## src/rtl/itrx_aib_phy_dll_ctrl.sv

```systemverilog
// AIB DLL calibration/tracking controller: linear delay-code search on a voted
// phase-detector indication, optional +/-1 tracking once locked, manual override.
module itrx_aib_phy_dll_ctrl #(
  parameter int DLYW       = 10,
  parameter int MAX_CODE   = 63,
  parameter int SETTLE_CYC = 16,
  parameter int VOTE_N     = 8
) (
  input  logic            clk,
  input  logic            rst,
  input  logic            cal_start,
  input  logic            manual_en,
  input  logic [DLYW-1:0] manual_code,
  input  logic            track_en,
  input  logic            phase_early,
  output logic            dll_enable,
  output logic            dll_lock_req,
  output logic [DLYW-1:0] dll_adjust,
  output logic            cal_done,
  output logic            cal_lock,
  output logic            cal_err
);

  localparam int CNTW = $clog2((SETTLE_CYC > VOTE_N) ? SETTLE_CYC : VOTE_N) + 1;
  localparam int EW   = $clog2(VOTE_N) + 1;

  localparam logic [DLYW-1:0] MAX_C       = DLYW'(MAX_CODE);
  localparam logic [CNTW-1:0] SETTLE_LAST = CNTW'(SETTLE_CYC - 1);
  localparam logic [CNTW-1:0] VOTE_LAST   = CNTW'(VOTE_N - 1);
  localparam logic [EW-1:0]   HALF        = EW'(VOTE_N / 2);
  localparam logic [EW-1:0]   HI_TH       = EW'((3 * VOTE_N) / 4);
  localparam logic [EW-1:0]   LO_TH       = EW'(VOTE_N / 4);

  typedef enum logic [2:0] {
    S_IDLE, S_MANUAL, S_SETTLE, S_VOTE, S_DECIDE, S_LOCKED, S_ERROR
  } state_t;

  state_t          state, state_nxt;
  logic [CNTW-1:0] cnt, cnt_nxt;
  logic [EW-1:0]   early_cnt, early_nxt;
  logic            trk, trk_nxt;
  logic [DLYW-1:0] code_nxt;
  logic            en_nxt, lreq_nxt, done_nxt, lock_nxt, err_nxt;
  logic [DLYW-1:0] man_clamp;
  logic            restartable;

  assign man_clamp   = (manual_code > MAX_C) ? MAX_C : manual_code;
  assign restartable = (state == S_IDLE) || (state == S_LOCKED) || (state == S_ERROR);

  always_ff @(posedge clk) begin
    if (rst) begin
      state        <= S_IDLE;
      cnt          <= '0;
      early_cnt    <= '0;
      trk          <= 1'b0;
      dll_adjust   <= '0;
      dll_enable   <= 1'b0;
      dll_lock_req <= 1'b0;
      cal_done     <= 1'b0;
      cal_lock     <= 1'b0;
      cal_err      <= 1'b0;
    end else begin
      state        <= state_nxt;
      cnt          <= cnt_nxt;
      early_cnt    <= early_nxt;
      trk          <= trk_nxt;
      dll_adjust   <= code_nxt;
      dll_enable   <= en_nxt;
      dll_lock_req <= lreq_nxt;
      cal_done     <= done_nxt;
      cal_lock     <= lock_nxt;
      cal_err      <= err_nxt;
    end
  end

  always_comb begin
    state_nxt = state;
    cnt_nxt   = cnt;
    early_nxt = early_cnt;
    trk_nxt   = trk;
    code_nxt  = dll_adjust;
    en_nxt    = dll_enable;
    lreq_nxt  = dll_lock_req;
    done_nxt  = cal_done;
    lock_nxt  = cal_lock;
    err_nxt   = cal_err;

    if (manual_en) begin
      state_nxt = S_MANUAL;
      code_nxt  = man_clamp;
      cnt_nxt   = '0;
      early_nxt = '0;
      trk_nxt   = 1'b0;
      en_nxt    = 1'b1;
      lreq_nxt  = 1'b0;
      done_nxt  = 1'b0;
      lock_nxt  = 1'b0;
      err_nxt   = 1'b0;
    end else if (cal_start && restartable) begin
      state_nxt = S_SETTLE;
      code_nxt  = '0;
      cnt_nxt   = '0;
      trk_nxt   = 1'b0;
      en_nxt    = 1'b1;
      lreq_nxt  = 1'b1;
      done_nxt  = 1'b0;
      lock_nxt  = 1'b0;
      err_nxt   = 1'b0;
    end else begin
      case (state)
        S_MANUAL: begin
          state_nxt = S_IDLE;
          en_nxt    = 1'b0;
        end
        S_SETTLE: begin
          if (cnt == SETTLE_LAST) begin
            state_nxt = S_VOTE;
            cnt_nxt   = '0;
            early_nxt = '0;
          end else begin
            cnt_nxt = cnt + CNTW'(1);
          end
        end
        S_VOTE: begin
          early_nxt = early_cnt + {{(EW-1){1'b0}}, phase_early};
          if (cnt == VOTE_LAST) begin
            state_nxt = S_DECIDE;
            cnt_nxt   = '0;
          end else begin
            cnt_nxt = cnt + CNTW'(1);
          end
        end
        S_DECIDE: begin
          if (!trk) begin
            // Strict majority required; a tie is treated as late so we lock.
            if (early_cnt > HALF) begin
              if (dll_adjust < MAX_C) begin
                state_nxt = S_SETTLE;
                code_nxt  = dll_adjust + DLYW'(1);
              end else begin
                state_nxt = S_ERROR;
                lreq_nxt  = 1'b0;
                done_nxt  = 1'b1;
                lock_nxt  = 1'b0;
                err_nxt   = 1'b1;
              end
            end else begin
              state_nxt = S_LOCKED;
              lreq_nxt  = 1'b0;
              done_nxt  = 1'b1;
              lock_nxt  = 1'b1;
            end
          end else begin
            // Tracking: dead band between the quarter thresholds holds the code.
            state_nxt = S_LOCKED;
            if (early_cnt >= HI_TH && dll_adjust < MAX_C)
              code_nxt = dll_adjust + DLYW'(1);
            else if (early_cnt <= LO_TH && dll_adjust != '0)
              code_nxt = dll_adjust - DLYW'(1);
          end
        end
        S_LOCKED: begin
          if (track_en) begin
            state_nxt = S_SETTLE;
            trk_nxt   = 1'b1;
            cnt_nxt   = '0;
          end
        end
        default: ;
      endcase
    end
  end

endmodule

```

## config.mk

```make
export PLATFORM = sky130hd
export DESIGN_NAME = itrx_aib_phy_dll_ctrl
export DESIGN_NICKNAME = d
export VERILOG_FILES = /design/src/rtl/itrx_aib_phy_dll_ctrl.sv
export SDC_FILE = /design/constraint.sdc
export NUM_CORES = 1
export LEC_CHECK = 0
export CORE_MARGIN = 2
export CORE_UTILIZATION = 35
export CTS_BUF_LIST = sky130_fd_sc_hd__clkbuf_4 sky130_fd_sc_hd__clkbuf_8
export DETAILED_ROUTE_END_ITERATION = 12
export DONT_BUFFER_PORTS = 1
export GPL_TIMING_DRIVEN = 0
export SLEW_MARGIN = 15
export SYNTH_ARGS = -nofsm -noshare
export SYNTH_HDL_FRONTEND = slang
export SYNTH_SLANG_ARGS = --single-unit
```

## constraint.sdc

```tcl
create_clock -name clk -period 4.05 [get_ports clk]
set_clock_uncertainty 0.1 [all_clocks]
set_input_delay 0.6075 -clock clk [delete_from_list [all_inputs] [get_ports clk]]
set_output_delay 0.6075 -clock clk [all_outputs]
set_load 0.05 [all_outputs]
```

==> results of run 1 <==
[critical path: cells and delay by family (launching register included)]
kind / cells / cell delay [ns]
compound gates: 1 / 0.92
buf+inv: 2 / 0.74
flops: 1 / 0.45
simple gates: 3 / 0.43
[sequential cells by signal (all words and copies together), names as in the netlist, 3 cells and up]
signal,flops
early_cnt,4
dll_adjust,10
state,3
cnt,5
[layout make-up]
cell class / instances / area (µm²)
inverter: 17 / 63.8
fill: 556 / 3360
tap: 72 / 90.1
buffer: 14 / 68.8
multi-input combinational: 195 / 1250
sequential: 28 / 561
clock buffer: 3 / 41.3
[worst paths after layout]
kind,from,end,slack (ns),depth (start not counted)
setup reg to reg,state[1]$_SDFFE_PP0P_,cal_lock$_SDFFE_PP0P_,1.29,6
hold reg to reg,early_cnt[3]$_SDFFE_PP0P_,early_cnt[3]$_SDFFE_PP0P_,0.42,2
hold / removal,manual_en,dll_adjust[0]$_SDFFE_PP0P_,0.41,2
setup / recovery,state[1]$_SDFFE_PP0P_,cal_lock$_SDFFE_PP0P_,1.29,6
[kinds of logic (layout without fill, tap and decap cells)]
kind of cell / count (synthesis) / count (layout)
AND/OR/NAND/NOR: 99 / 99
AO/OA/AOI/OAI: 82 / 82
buffers and inverters: 31 / 34
flip-flops: 28 / 28
adder cells (fa/ha/maj): 8 / 8
XOR/XNOR: 3 / 3
multiplexers: 3 / 3
[synth_stat cells (all sizes together), types with 2 or more instances]
| cell type | n | area [µm²] |
|---|---|---|
| nor2 | 30 | 113 |
| dfxtp | 28 | 561 |
| nand2 | 18 | 67.6 |
| o21ai | 18 | 90.1 |
| inv | 17 | 63.8 |
| a21oi | 16 | 80.1 |
| nor3 | 11 | 55.1 |
| clkbuf | 9 | 33.8 |
| nand3 | 9 | 45.0 |
| ha | 8 | 100 |
| a221oi | 7 | 80.1 |
| a31oi | 5 | 31.3 |
| and2 | 5 | 31.3 |
| buf | 5 | 35.0 |
| o31ai | 5 | 51.3 |
| or4 | 5 | 41.3 |
| a211oi | 4 | 35.0 |
| nor2b | 4 | 25.0 |
| o22ai | 4 | 25.0 |
| a22oi | 3 | 22.5 |
| a31o | 3 | 26.3 |
| nand2b | 3 | 18.8 |
| or2 | 3 | 18.8 |
| a211o | 2 | 17.5 |
| and3 | 2 | 12.5 |
| and4 | 2 | 20.0 |
| mux2 | 2 | 22.5 |
| nand4 | 2 | 12.5 |
| o211ai | 2 | 15.0 |
| o21a | 2 | 15.0 |
| o32a | 2 | 20.0 |
| o41ai | 2 | 17.5 |
| xor2 | 2 | 17.5 |
[power groups by stage]
stage | clock (µW) | combinational (µW) | sequential (µW)
3_5_place_dp | 0 | 77.6 | 321
6_report | 161 | 78.1 | 314
4_1_cts | 165 | 78.0 | 314
3_3_place_gp | 0 | 77.1 | 321
5_1_grt | 178 | 87.0 | 316
2_1_floorplan | 0 | 61.5 | 318
[through the flow]
step / instances / setup WS [ns] / hold slack, ns
2_1_floorplan: 254 / 1.56 / 0.378
3_3_place_gp: 326 / 1.22 / 0.402
3_5_place_dp: 326 / 1.23 / 0.408
4_1_cts: 329 / 1.27 / 0.407
5_1_grt: 329 / 0.990 / 0.402
6_report: 329 / 1.29 / 0.407
[routing by layer]
layer | wire, µm | part of all wire, %
met1 | 2320 | 48
met2 | 2240 | 46
met3 | 276 | 5.7
met4 | 40 | 0.82
met5 | 0 | 0
==> results by group, run 1 <==
Timing
  • Achievable Freq: 363 MHz
  • Fin. max-slew vios: 0
  • Final period util: 68.0%
  • Final min period: 2.76 ns
  • Setup TNS: 0 ns
  • Worst-margin pin slew: 1.14 ns
  • Final hold vios: 0
  • Max-Slew Margin vs Limit: 22.7%
  • RSZ-0062 raised after global routing: no
  • Final setup fails: 0

Critical path
  • Worst stage delay on the critical path: 0.92 ns
  • Crit path capture type: flip-flop
  • Slowest CP cell: o311ai_1
  • Critical-path cell list: nor2b_1 -> o311ai_1 -> or2_1 -> clkbuf_1 -> clkbuf_1 -> nor2_1
  • Critical path peak fanout: 10
  • Worst path arrival time: 2.82 ns
  • CP Launch Type: flip-flop
  • Critical Path RT: 4.11 ns
  • CP dominant cell by count: clkbuf_1
  • Setup CP Type: flip-flop to flip-flop

Global route
  • All-Layer GR Usage: 15.7%
  • M3 GR Usage: 4.48%
  • Met2 usage: 25.3%
  • Largest net degree at the start of global routing: 15
  • First-pass GRT wire length: 7720 µm
  • Initial antenna violation count: 0
  • Vias in the first global route: 1608
  • GRT busiest layer: met2
  • Aggregate global routing overflow: 0
  • Met1 GRT Util: 20.7%

Route
  • Length of the first detailed-routing pass in iterations: 4
  • Total number of vias: 1843
  • Routed WL: 4870 µm
  • Avg Vias per Cell: 5.60
  • Drt drc: 0
  • Starting DRC count in detailed routing: 71
  • DR WL/cell: 14.8 µm
  • Post-route ant nets: 0

Synth
  • Mux cell area share after synthesis: 1.67%
  • Combinational family with the most area after synthesis: compound AO/OA/AOI/OAI gates
  • Mapped Cells: 254
  • Yosys reg bits: 28
  • Distinct cell type count after synthesis: 57
  • Synth Area in Simple Gates: 25.8%
  • Post-Synth XOR/XNOR Area: 1.35%
  • Avg Cell Area, Syn: 7.66 µm²
  • Yosys warns: 0
  • Syn nets: 278
  • Synth async-reset ratio: 0%
  • EDFF count, synth: 0
  • Mapped Area: 0.00195 mm²
  • Post-synthesis compound-gate area fraction: 30.4%
  • Synth Area in Adders: 5.14%
  • Main flop type after synthesis: dfxtp_1
  • Register area share after synthesis: 28.8%

Worst hold path
  • HP Class: input pin to flip-flop

Clock tree
  • CTS Hold Buffers Added: 0
  • Clk_lat worst skew: 0.28 ns
  • # clock sinks: 28
  • Max H-tree Level: 1
  • Clk slew on worst S/H paths: 0.10 ns
  • Post-CTS setup buffers: 0
  • Root Driver: clkbuf_8
  • CTS Buf Count: 3
  • CTS tree: built
  • Clk buf depth: 2
  • Post_cts resized: 0

Placement
  • Gpl congestion: 0.820
  • DP Area: 0.00204 mm²
  • HPWL after DPL: 3710 µm
  • PortBufs: 0

Layout
  • Area delta synth->final: 6.75%
  • Most frequent cells in the layout: nor2_1 (30), dfxtp_1 (28), nand2_1 (18), a21oi_1 (16), inv_1 (15)
  • Layout cells sized above 1: 7.00%
  • Post-Route Utilization: 38.2%
  • Nets: 283
  • # diodes: 0
  • Most common cell after layout, fill and taps aside: nor2_1
  • Post-Layout Inst Area: 0.00208 mm²

Power
  • Seq pwr share: 56.8%
  • Clk pwr share: 29.1%
  • P per Cell Area: 266 mW/mm²
  • Logic pwr share: 14.1%
  • Switch share: 31.6%
  • P_sw: 175 µW
  • Int Pwr: 378 µW
  • Leak Pwr: 0.000697 µW
  • Power Total: 553 µW
  • Peak VDD IR: 0.000115 V

Die
  • FP Rows: 27
  • Ports: 31
  • CORE AREA: 0.00544 mm²
  • Starting density of the core: 35.8%
  • Die Span X: 78.6 µm
  • Die area: 0.00617 mm²
  • Die H: 78.6 µm

Status
  • Status: finished, final reports clean

Run
  • Number of max-cap violations: 0
Note: power is estimated with default switching activity, not from simulation.
==> run 2, diff against run 1 <==
clock period = 2.4 ns   (was 4.05 ns; I/O delays follow)
==> results by group, run 2 (synthesis gave the netlist of run 1 again) <==
Timing
  • Final setup fails: 0
  • Worst-margin pin slew: 0.664 ns
  • Final hold vios: 0
  • Final period util: 99.5%
  • Fin. max-slew vios: 0
  • Achievable Freq: 419 MHz
  • Max-Slew Margin vs Limit: 55.2%
  • RSZ-0062 raised after global routing: yes
  • Setup ws final: 0.0117 ns
  • Final min period: 2.39 ns

Critical path
  • Worst r2r src: dll_adjust[7]$_SDFFE_PP0P_
  • Crit path capture type: flip-flop
  • Setup CP Type: flip-flop to flip-flop
  • Critical Path RT: 2.49 ns
  • CP Launch Type: flip-flop
  • R2R Path End: dll_adjust[4]$_SDFFE_PP0P_
  • R2r setup slk: 0.01 ns
  • Cells on worst reg2reg path: 8
  • Worst path arrival time: 2.48 ns
  • Critical path peak fanout: 9

Power
  • Peak VDD IR: 0.000249 V
  • P per Cell Area: 444 mW/mm²
  • Leak Pwr: 0.000743 µW

Layout
  • Largest regs: dll_adjust (10), cnt (5), early_cnt (4)
  • FF/Latch Area: 583 µm²
  • # diodes: 0
  • Layout cells sized above 1: 18.4%
  • Multi-input logic area: 0.00134 mm²
  • Area delta synth->final: 13.9%
  • Max FFs per register: 10
  • Nets: 286
  • Finished Layout Cells: 333
  • FILL cells: 557
  • Largest register by flop count: dll_adjust
  • Most common cell after layout, fill and taps aside: nor2_1
  • Most frequent cells in the layout: nor2_1 (30), dfxtp_1 (18), nand2_1 (17), inv_1 (15), a21oi_1 (15)

Route
  • Length of the first detailed-routing pass in iterations: 4
  • Avg Vias per Cell: 5.71
  • Drt drc: 0
  • Starting DRC count in detailed routing: 73
  • DR WL/cell: 15.7 µm
  • Total number of vias: 1901
  • Routed WL: 5230 µm
  • Post-route ant nets: 0

Worst hold path
  • Cells on Worst Hold Path: 2
  • Worst hold start: manual_en
  • Endpoint, Worst Hold: dll_adjust[0]$_SDFFE_PP0P_
  • HP Class: input pin to flip-flop

Global route
  • Initial antenna violation count: 0
  • First-pass GRT wire length: 8340 µm
  • Vias in the first global route: 1772
  • All-Layer GR Usage: 16.7%
  • Aggregate global routing overflow: 0
  • Largest net degree at the start of global routing: 16

Placement
  • Pre-CTS WS: -0.356 ns
  • Placed cell count: 326
  • HPWL after DPL: 3770 µm
  • PortBufs: 0
  • Gpl congestion: 0.829

Die
  • FP Rows: 27
  • Die Span X: 78.6 µm
  • Starting density of the core: 35.8%
  • CORE AREA: 0.00544 mm²
  • Die H: 78.6 µm
  • Ports: 31
  • Die area: 0.00617 mm²

Status
  • Status: finished, final reports clean

Clock tree
  • Clk_lat worst skew: 0.28 ns
  • Clk buf depth: 2
  • Clk slew on worst S/H paths: 0.11 ns
  • Root Driver: clkbuf_8
  • CTS Buf Count: 3
  • # clock sinks: 28
  • Max H-tree Level: 1
  • CTS tree: built

Run
  • Number of max-cap violations: 0
==> run 2: cell count changes in the layout (fill, tap and decap cells not counted), moves of 2 or more <==
| cell | previous run | this run |
|---|---|---|
| dfxtp_4 | 0 | 4 |
| clkbuf_1 | 9 | 7 |
| buf_6 | 2 | 0 |
| dfxtp_1 | 28 | 18 |
| dfxtp_2 | 0 | 6 |
| clkbuf_2 | 0 | 3 |
| buf_4 | 0 | 5 |
==> run 2: layout make-up <==
cell class	instances	share of cell area [%]
inverter	17	2.88
sequential	28	26.3
buffer	12	2.37
clock buffer	4	2.48
multi-input combinational	196	60.6
timing repair buffer	4	1.35
tap	72	4.06
==> run 2: stage by stage <==
| step | instance area [µm²] | hold slack [ns] | utilization (%) | power [µW] | setup TNS [ns] |
|---|---|---|---|---|---|
| 2_1_floorplan | 1950 | 0.378 | - | 640 | 0 |
| 3_3_place_gp | 2040 | 0.402 | 37.5 | 672 | -5.15 |
| 3_5_place_dp | 2040 | 0.413 | 37.5 | 672 | -4.84 |
| 4_1_cts | 2170 | 0.133 | 39.9 | 989 | 0 |
| 5_1_grt | 2220 | 0.156 | 40.8 | 1030 | -0.319 |
| 6_report | 2220 | 0.150 | 40.8 | 985 | 0 |
==> run 2: where the power goes <==
part           switching (µW)  internal (µW)  leakage [µW]
Clock                     163            147     0.0000288
Sequential               53.9            477      0.000233
Combinational            89.0           55.6      0.000481
Total                     306            680      0.000743
==> run 2: repair_timing <==
item | in CTS | in global routing
hold buffers | 0 | 0
setup endpoints to repair | 24 | 17
setup buffers | 1 | 3
pin swaps | 4 | 9
resized for setup | 20 | 11
cloned | 0 | 1
==> run 2: layer usage <==
layer  GRT usage [%]  wire (µm)
met5               0          0
met4            3.86         36
met3            4.25        259
met2            28.5       2420
met1            21.0       2520
==> run 2: how the worst max path moves through the flow <==
stage / to / start / slack, ns / cells after the start
after floorplan: dll_adjust[2]$_SDFFE_PP0P_ / dll_adjust[2]$_SDFFE_PP0P_ / 0.02 / 8
after global placement: cnt[4]$_SDFFE_PP0P_ / state[1]$_SDFFE_PP0P_ / -0.41 / 6
after detailed placement: cnt[1]$_SDFFE_PP0P_ / state[1]$_SDFFE_PP0P_ / -0.36 / 6
after CTS: dll_adjust[2]$_SDFFE_PP0P_ / dll_adjust[3]$_SDFFE_PP0P_ / 0.008 / 7
after global routing: dll_adjust[5]$_SDFFE_PP0P_ / dll_adjust[7]$_SDFFE_PP0P_ / -0.07 / 7
final: dll_adjust[4]$_SDFFE_PP0P_ / dll_adjust[7]$_SDFFE_PP0P_ / 0.01 / 8
==> run 2: worst max-delay path, cell delays in order, from the launching register on <==
cell and delay [ns]:
dfxtp_4 0.44, or4_4 0.63, buf_4 0.17, o31ai_4 0.24
nand3_2 0.12, buf_4 0.16, nand2_4 0.11, o21ai_1 0.08
a221oi_1 0.25
==> RTL change 1, RTL diff (settings of run 2) <==
Re-encode `state_t` (7 states) as one-hot, 7 bits wide.
--- a/src/rtl/itrx_aib_phy_dll_ctrl.sv
+++ b/src/rtl/itrx_aib_phy_dll_ctrl.sv
@@ -31,8 +31,8 @@
   localparam logic [EW-1:0]   HI_TH       = EW'((3 * VOTE_N) / 4);
   localparam logic [EW-1:0]   LO_TH       = EW'(VOTE_N / 4);
 
-  typedef enum logic [2:0] {
-    S_IDLE, S_MANUAL, S_SETTLE, S_VOTE, S_DECIDE, S_LOCKED, S_ERROR
+  typedef enum logic [6:0] {
+    S_IDLE = 7'b0000001, S_MANUAL = 7'b0000010, S_SETTLE = 7'b0000100, S_VOTE = 7'b0001000, S_DECIDE = 7'b0010000, S_LOCKED = 7'b0100000, S_ERROR = 7'b1000000
   } state_t;
 
   state_t          state, state_nxt;
Formal check against the unedited RTL: no difference found for any inputs over 10 cycles, from zero or initial values and one cycle with rst high; not proved beyond that.
==> RTL change 1 against run 2 <==
Cell area is 14% higher. Critical path depth decreased by 1. Power rose by 26%. Combinational power increased by 16%. Synthesized area up 4.6%. Setup slack worse by 0.0090 ns. Die area grew 4.3%. Worst hold slack worse by 0.13 ns. First-iteration DRC count up 110%. Sequential cell count up 4. Wire length up 4.4%. Critical endpoint is now dll_adjust[5]$_SDFFE_PP0P_. Highest routed layer unchanged.
==> RTL change 1: results (changes against run 2) <==
drt_iter0_markers: 153  # was 73
antenna_found_initial: 0  # unchanged
clockBufferDepth: 2  # unchanged
synth_nets: 264  # was 278
num_antenna_cells: 0  # unchanged
clk_pin_slew_ns: 0.07  # was 0.11 ns
dp_hpwl_um: 3670  # was 3770 µm
dp.cells: 313  # was 326
gp_congestion: 0.834  # was 0.829
place_area_mm2: 0.00214  # was 0.00204 mm²
synth.yosys.warnings: 0  # unchanged
grt_max_degree: 11  # was 16
critPathLaunch: "dll_adjust[9]$_SDFFE_PP0P_"  # was dll_adjust[7]$_SDFFE_PP0P_
use_met1: 0.230  # was 0.210
num_vias: 1960  # was 1901
fillers: 536  # was 557
met2_usage: 0.263  # was 0.285
cts_made_buffers: 5  # was 3
routedWlPerCell_um: 16.3  # was 15.7 µm
async_reset_ff_frac: 0  # unchanged
ys_seq_area_frac: 0.315  # was 0.288
final-instance-count-excl-fill: 336  # was 333
dr.pass1.iters: 4  # unchanged
drive_above_1_share: 0.303  # was 0.184
synth_area_leaders: "dfxtp_1 31%, nor2_1 4.6%, ha_1 4.3%"  # was dfxtp_1 29%, nor2_1 5.8%, ha_1 5.1%
biggestRegsByFlops: "dll_adjust (10), state (7), cnt (5)"  # was dll_adjust (10), cnt (5), early_cnt (4)
cp_data_arrival_time_ns: 2.50  # was 2.48 ns
status: "finished clean"  # unchanged
synth.distinct_cells: 60  # was 57
crit_fanout: 7  # was 9
finalNetCount: 286  # unchanged
io_buffers: 0  # unchanged
grt_pass1_wl_um: 8770  # was 8340 µm
use_met3: 0.0494  # was 0.0425
grt_pass1_vias: 1793  # was 1772
clkLatencyLatePin_ns: 0.29
grt_use_total: 0.173  # was 0.167
tightest_slew_ns: 0.548  # was 0.664 ns
syn-instance-count: 241  # was 254
p_leak_uw: 0.000889  # was 0.000743 µW
synthTopCellsByCount: "32 x dfxtp_1, 25 x nor2_1, 17 x o21ai_0"  # was 30 x nor2_1, 28 x dfxtp_1, 18 x nand2_1
p_int_uw: 880  # was 680 µW
cts-root-buf: "clkbuf_8"  # unchanged
worstHoldStart: "rst"  # was manual_en
htree_levels: 2  # was 1
ir_worst_vdd_mv: 0.337  # was 0.249 mV
holdCritPathClass: "primary input to register"  # unchanged
==> RTL change 1: cell count changes in the layout (fill, tap and decap cells not counted), moves of 6 or more <==
cell,delta
nand2_1,-9
inv_1,-9
buf_4,+11
clkbuf_1,-6
==> RTL change 1: cell type report <==
type / instances / area (µm²) / share of cell area
Inverter: 8 / 32.5 / 0.0129
Tap cell: 72 / 90.1 / 0.0356
Timing Repair Buffer: 17 / 131 / 0.0519
Clock buffer: 8 / 97.6 / 0.0386
Multi-Input combinational cell: 192 / 1450 / 0.573
Buffer: 7 / 52.6 / 0.0208
Sequential cell: 32 / 676 / 0.267
==> RTL change 1: per-stage QoR <==
step / power, µW / setup slack, ns / hold slack, ns
finish: 1240 / 0.00267 / 0.0179
global route: 1290 / -0.0846 / 0.0106
CTS: 1240 / -0.0366 / 0.0163
detailed placement: 747 / -0.314 / 0.329
global placement: 746 / -0.306 / 0.328
floorplan: 718 / 0.00844 / 0.325
==> RTL change 1: repair_timing <==
item / 4_1_cts / 5_1_grt
gates resized for setup: 17 / 27
pin swaps: 11 / 6
endpoints found under the setup margin: 13 / 27
hold buffers: 0 / 0
buffers inserted: 10 / 7
==> RTL change 1: logic make-up after synthesis <==
family | after synthesis | share of synthesized area
and+or+nand+nor | 93 | 0.264
AOI/OAI and AO/OA | 80 | 0.280
DFF | 32 | 0.315
buffers and inverters | 17 | 0.0430
adders and majority gates | 7 | 0.0430
xor gates and xnor gates | 6 | 0.0258
muxes | 6 | 0.0301
==> RTL change 1: worst max-delay path: stages, from the launching register on <==
cell      delay, ns
dfxtp_4        0.41
or4_1          0.59
o41ai_4        0.32
nand3_2        0.16
and3_4         0.18
buf_6          0.13
a31o_1         0.21
a211oi_2       0.20
==> RTL change 1: layer usage <==
| layer | up-vias | wire length (µm) |
|---|---|---|
| met3 | 10 | 422 |
| met1 | 912 | 2510 |
| li1 | 978 | - |
| met2 | 60 | 2420 |
| met5 | - | 0 |
| met4 | 0 | 116 |
==> RTL change 1: power by group through the flow <==
stage	sequential, µW	clock, µW	combinational (µW)
global placement	617	0	128
detailed placement	617	0	129
global route	607	499	184
floorplan	611	0	107
CTS	607	473	156
finish	603	472	168
==> RTL change 1: final timing paths <==
check	cells past startpoint	slack [ns]	endpoint
worst max-delay path	7	0.003	dll_adjust[5]$_SDFFE_PP0P_
worst min-delay path	1	0.02	dll_adjust[5]$_SDFFE_PP0P_
worst max register to register	7	0.003	dll_adjust[5]$_SDFFE_PP0P_
worst min register to register	2	0.45	cnt[1]$_SDFFE_PP0P_
==> RTL change 2, RTL diff (config.mk and constraints of run 2) <==
Made on the original files. `DLYW`: 10 -> 9.
--- a/src/rtl/itrx_aib_phy_dll_ctrl.sv
+++ b/src/rtl/itrx_aib_phy_dll_ctrl.sv
@@ -1,7 +1,7 @@
 // AIB DLL calibration/tracking controller: linear delay-code search on a voted
 // phase-detector indication, optional +/-1 tracking once locked, manual override.
 module itrx_aib_phy_dll_ctrl #(
-  parameter int DLYW       = 10,
+  parameter int DLYW       = 9,
   parameter int MAX_CODE   = 63,
   parameter int SETTLE_CYC = 16,
   parameter int VOTE_N     = 8
Interface: changed (resized dll_adjust and manual_code); port bits go from 31 to 29. No check against the original RTL was run, so the function may have changed too.
==> RTL change 2 against run 2 <==
Sequential power decreased by 4.3%. Clock power decreased by 10%. Synthesized area decreased by 3.2%. Fmax increased by 4.5%. Highest routed layer unchanged. Setup slack improved by 0.10 ns. Cell count decreased by 4.2%. Sequential cell count decreased by 1. Cell area decreased by 5.7%. Wire length decreased by 9.9%. Power decreased by 6.1%.
==> RTL change 2: results (changes against run 2) <==
status: "finished clean"  # unchanged
routed_wl_um: 4720  # was 5230 µm
crit_fanout: 10  # was 9
viasPerCell: 5.55  # was 5.71
drt_iter0_markers: 67  # was 73
worstHoldStart: "track_en"  # was manual_en
grt_use_total: 0.159  # was 0.167
worst_path_largest_cell_delay_ns: 0.51  # was 0.63 ns
holdPathEnd: "trk$_SDFFE_PP0P_"  # was dll_adjust[0]$_SDFFE_PP0P_
dp_hpwl_um: 3560  # was 3770 µm
drive_above_1_share: 0.165  # was 0.184
synth.distinct_cells: 53  # was 57
slew_headroom: 0.644  # was 0.552
grt_max_degree: 17  # was 16
ir_worst_vdd_mv: 0.193  # was 0.249 mV
critPathLaunch: "dll_adjust[3]$_SDFFE_PP0P_"  # was dll_adjust[7]$_SDFFE_PP0P_
fillers: 573  # was 557
r2r-end: "dll_adjust[2]$_SDFFE_PP0P_"  # was dll_adjust[4]$_SDFFE_PP0P_
p_leak_uw: 0.000737  # was 0.000743 µW
cp_data_arrival_time_ns: 2.36  # was 2.48 ns
gp_congestion: 0.848  # was 0.829
synth_nets: 269  # was 278
slowest_stage: "dfxtp_2"  # was or4_4
comb-power_uw: 140  # was 145 µW
cellPowerDensity_mw_per_mm2: 442  # was 444 mW/mm²
RTL change 2: cell count changes after synthesis, moves of 4 or more:
cell	delta
mux2i_1	+5
a21oi_1	+4
o21ai_0	+6
inv_1	-6
o21ai_1	-4
and2_1	-5
buf_2	+6
RTL change 2: logic make-up (layout without fill, tap and decap cells):
family | Yosys count | count (layout) | share of synthesized area
AO/OA/AOI/OAI | 81 | 81 | 0.304
multiplexers | 6 | 6 | 0.0319
adder cells (fa/ha/maj) | 9 | 9 | 0.0598
XOR/XNOR | 5 | 5 | 0.0232
flip-flops | 27 | 27 | 0.287
AND/OR/NAND/NOR | 93 | 93 | 0.242
buffers and inverters | 24 | 28 | 0.0525
RTL change 2: stage by stage:
step                worst slack (ns)  area, µm²  cells  hold slack [ns]  utilization
finish                         0.115       2090    319            0.146        0.407
global route                  0.0110       2090    319            0.172        0.407
CTS                          0.00911       2030    319            0.133        0.395
detailed placement            -0.107       1970    315            0.412        0.384
global placement              -0.122       1970    315            0.408        0.384
floorplan                     0.0580       1880    245            0.378            -
RTL change 2: routing by layer:
metal,vias to the layer above,global-route usage,part of all wire
li1,908,-,-
met5,-,0,0
met4,0,0.0286,0.0085
met3,7,0.0384,0.034
met2,22,0.276,0.50
met1,833,0.204,0.46
RTL change 2: worst max-delay path: cells and delay by family, from the launching register on:
family	cells	cell delay [ns]
AND/OR/NAND/NOR	1	0.14
AO/OA/AOI/OAI	5	1.04
buffers and inverters	1	0.39
flip-flops	1	0.51
RTL change 2: cell type report:
class                   instances  area share
multi-input cells             194       0.618
flip-flops and latches         27       0.269
well taps                      70      0.0419
plain buffers                  15      0.0323
clock buffers                   3      0.0197
inverters                       9      0.0161
clock inverters                 1     0.00359
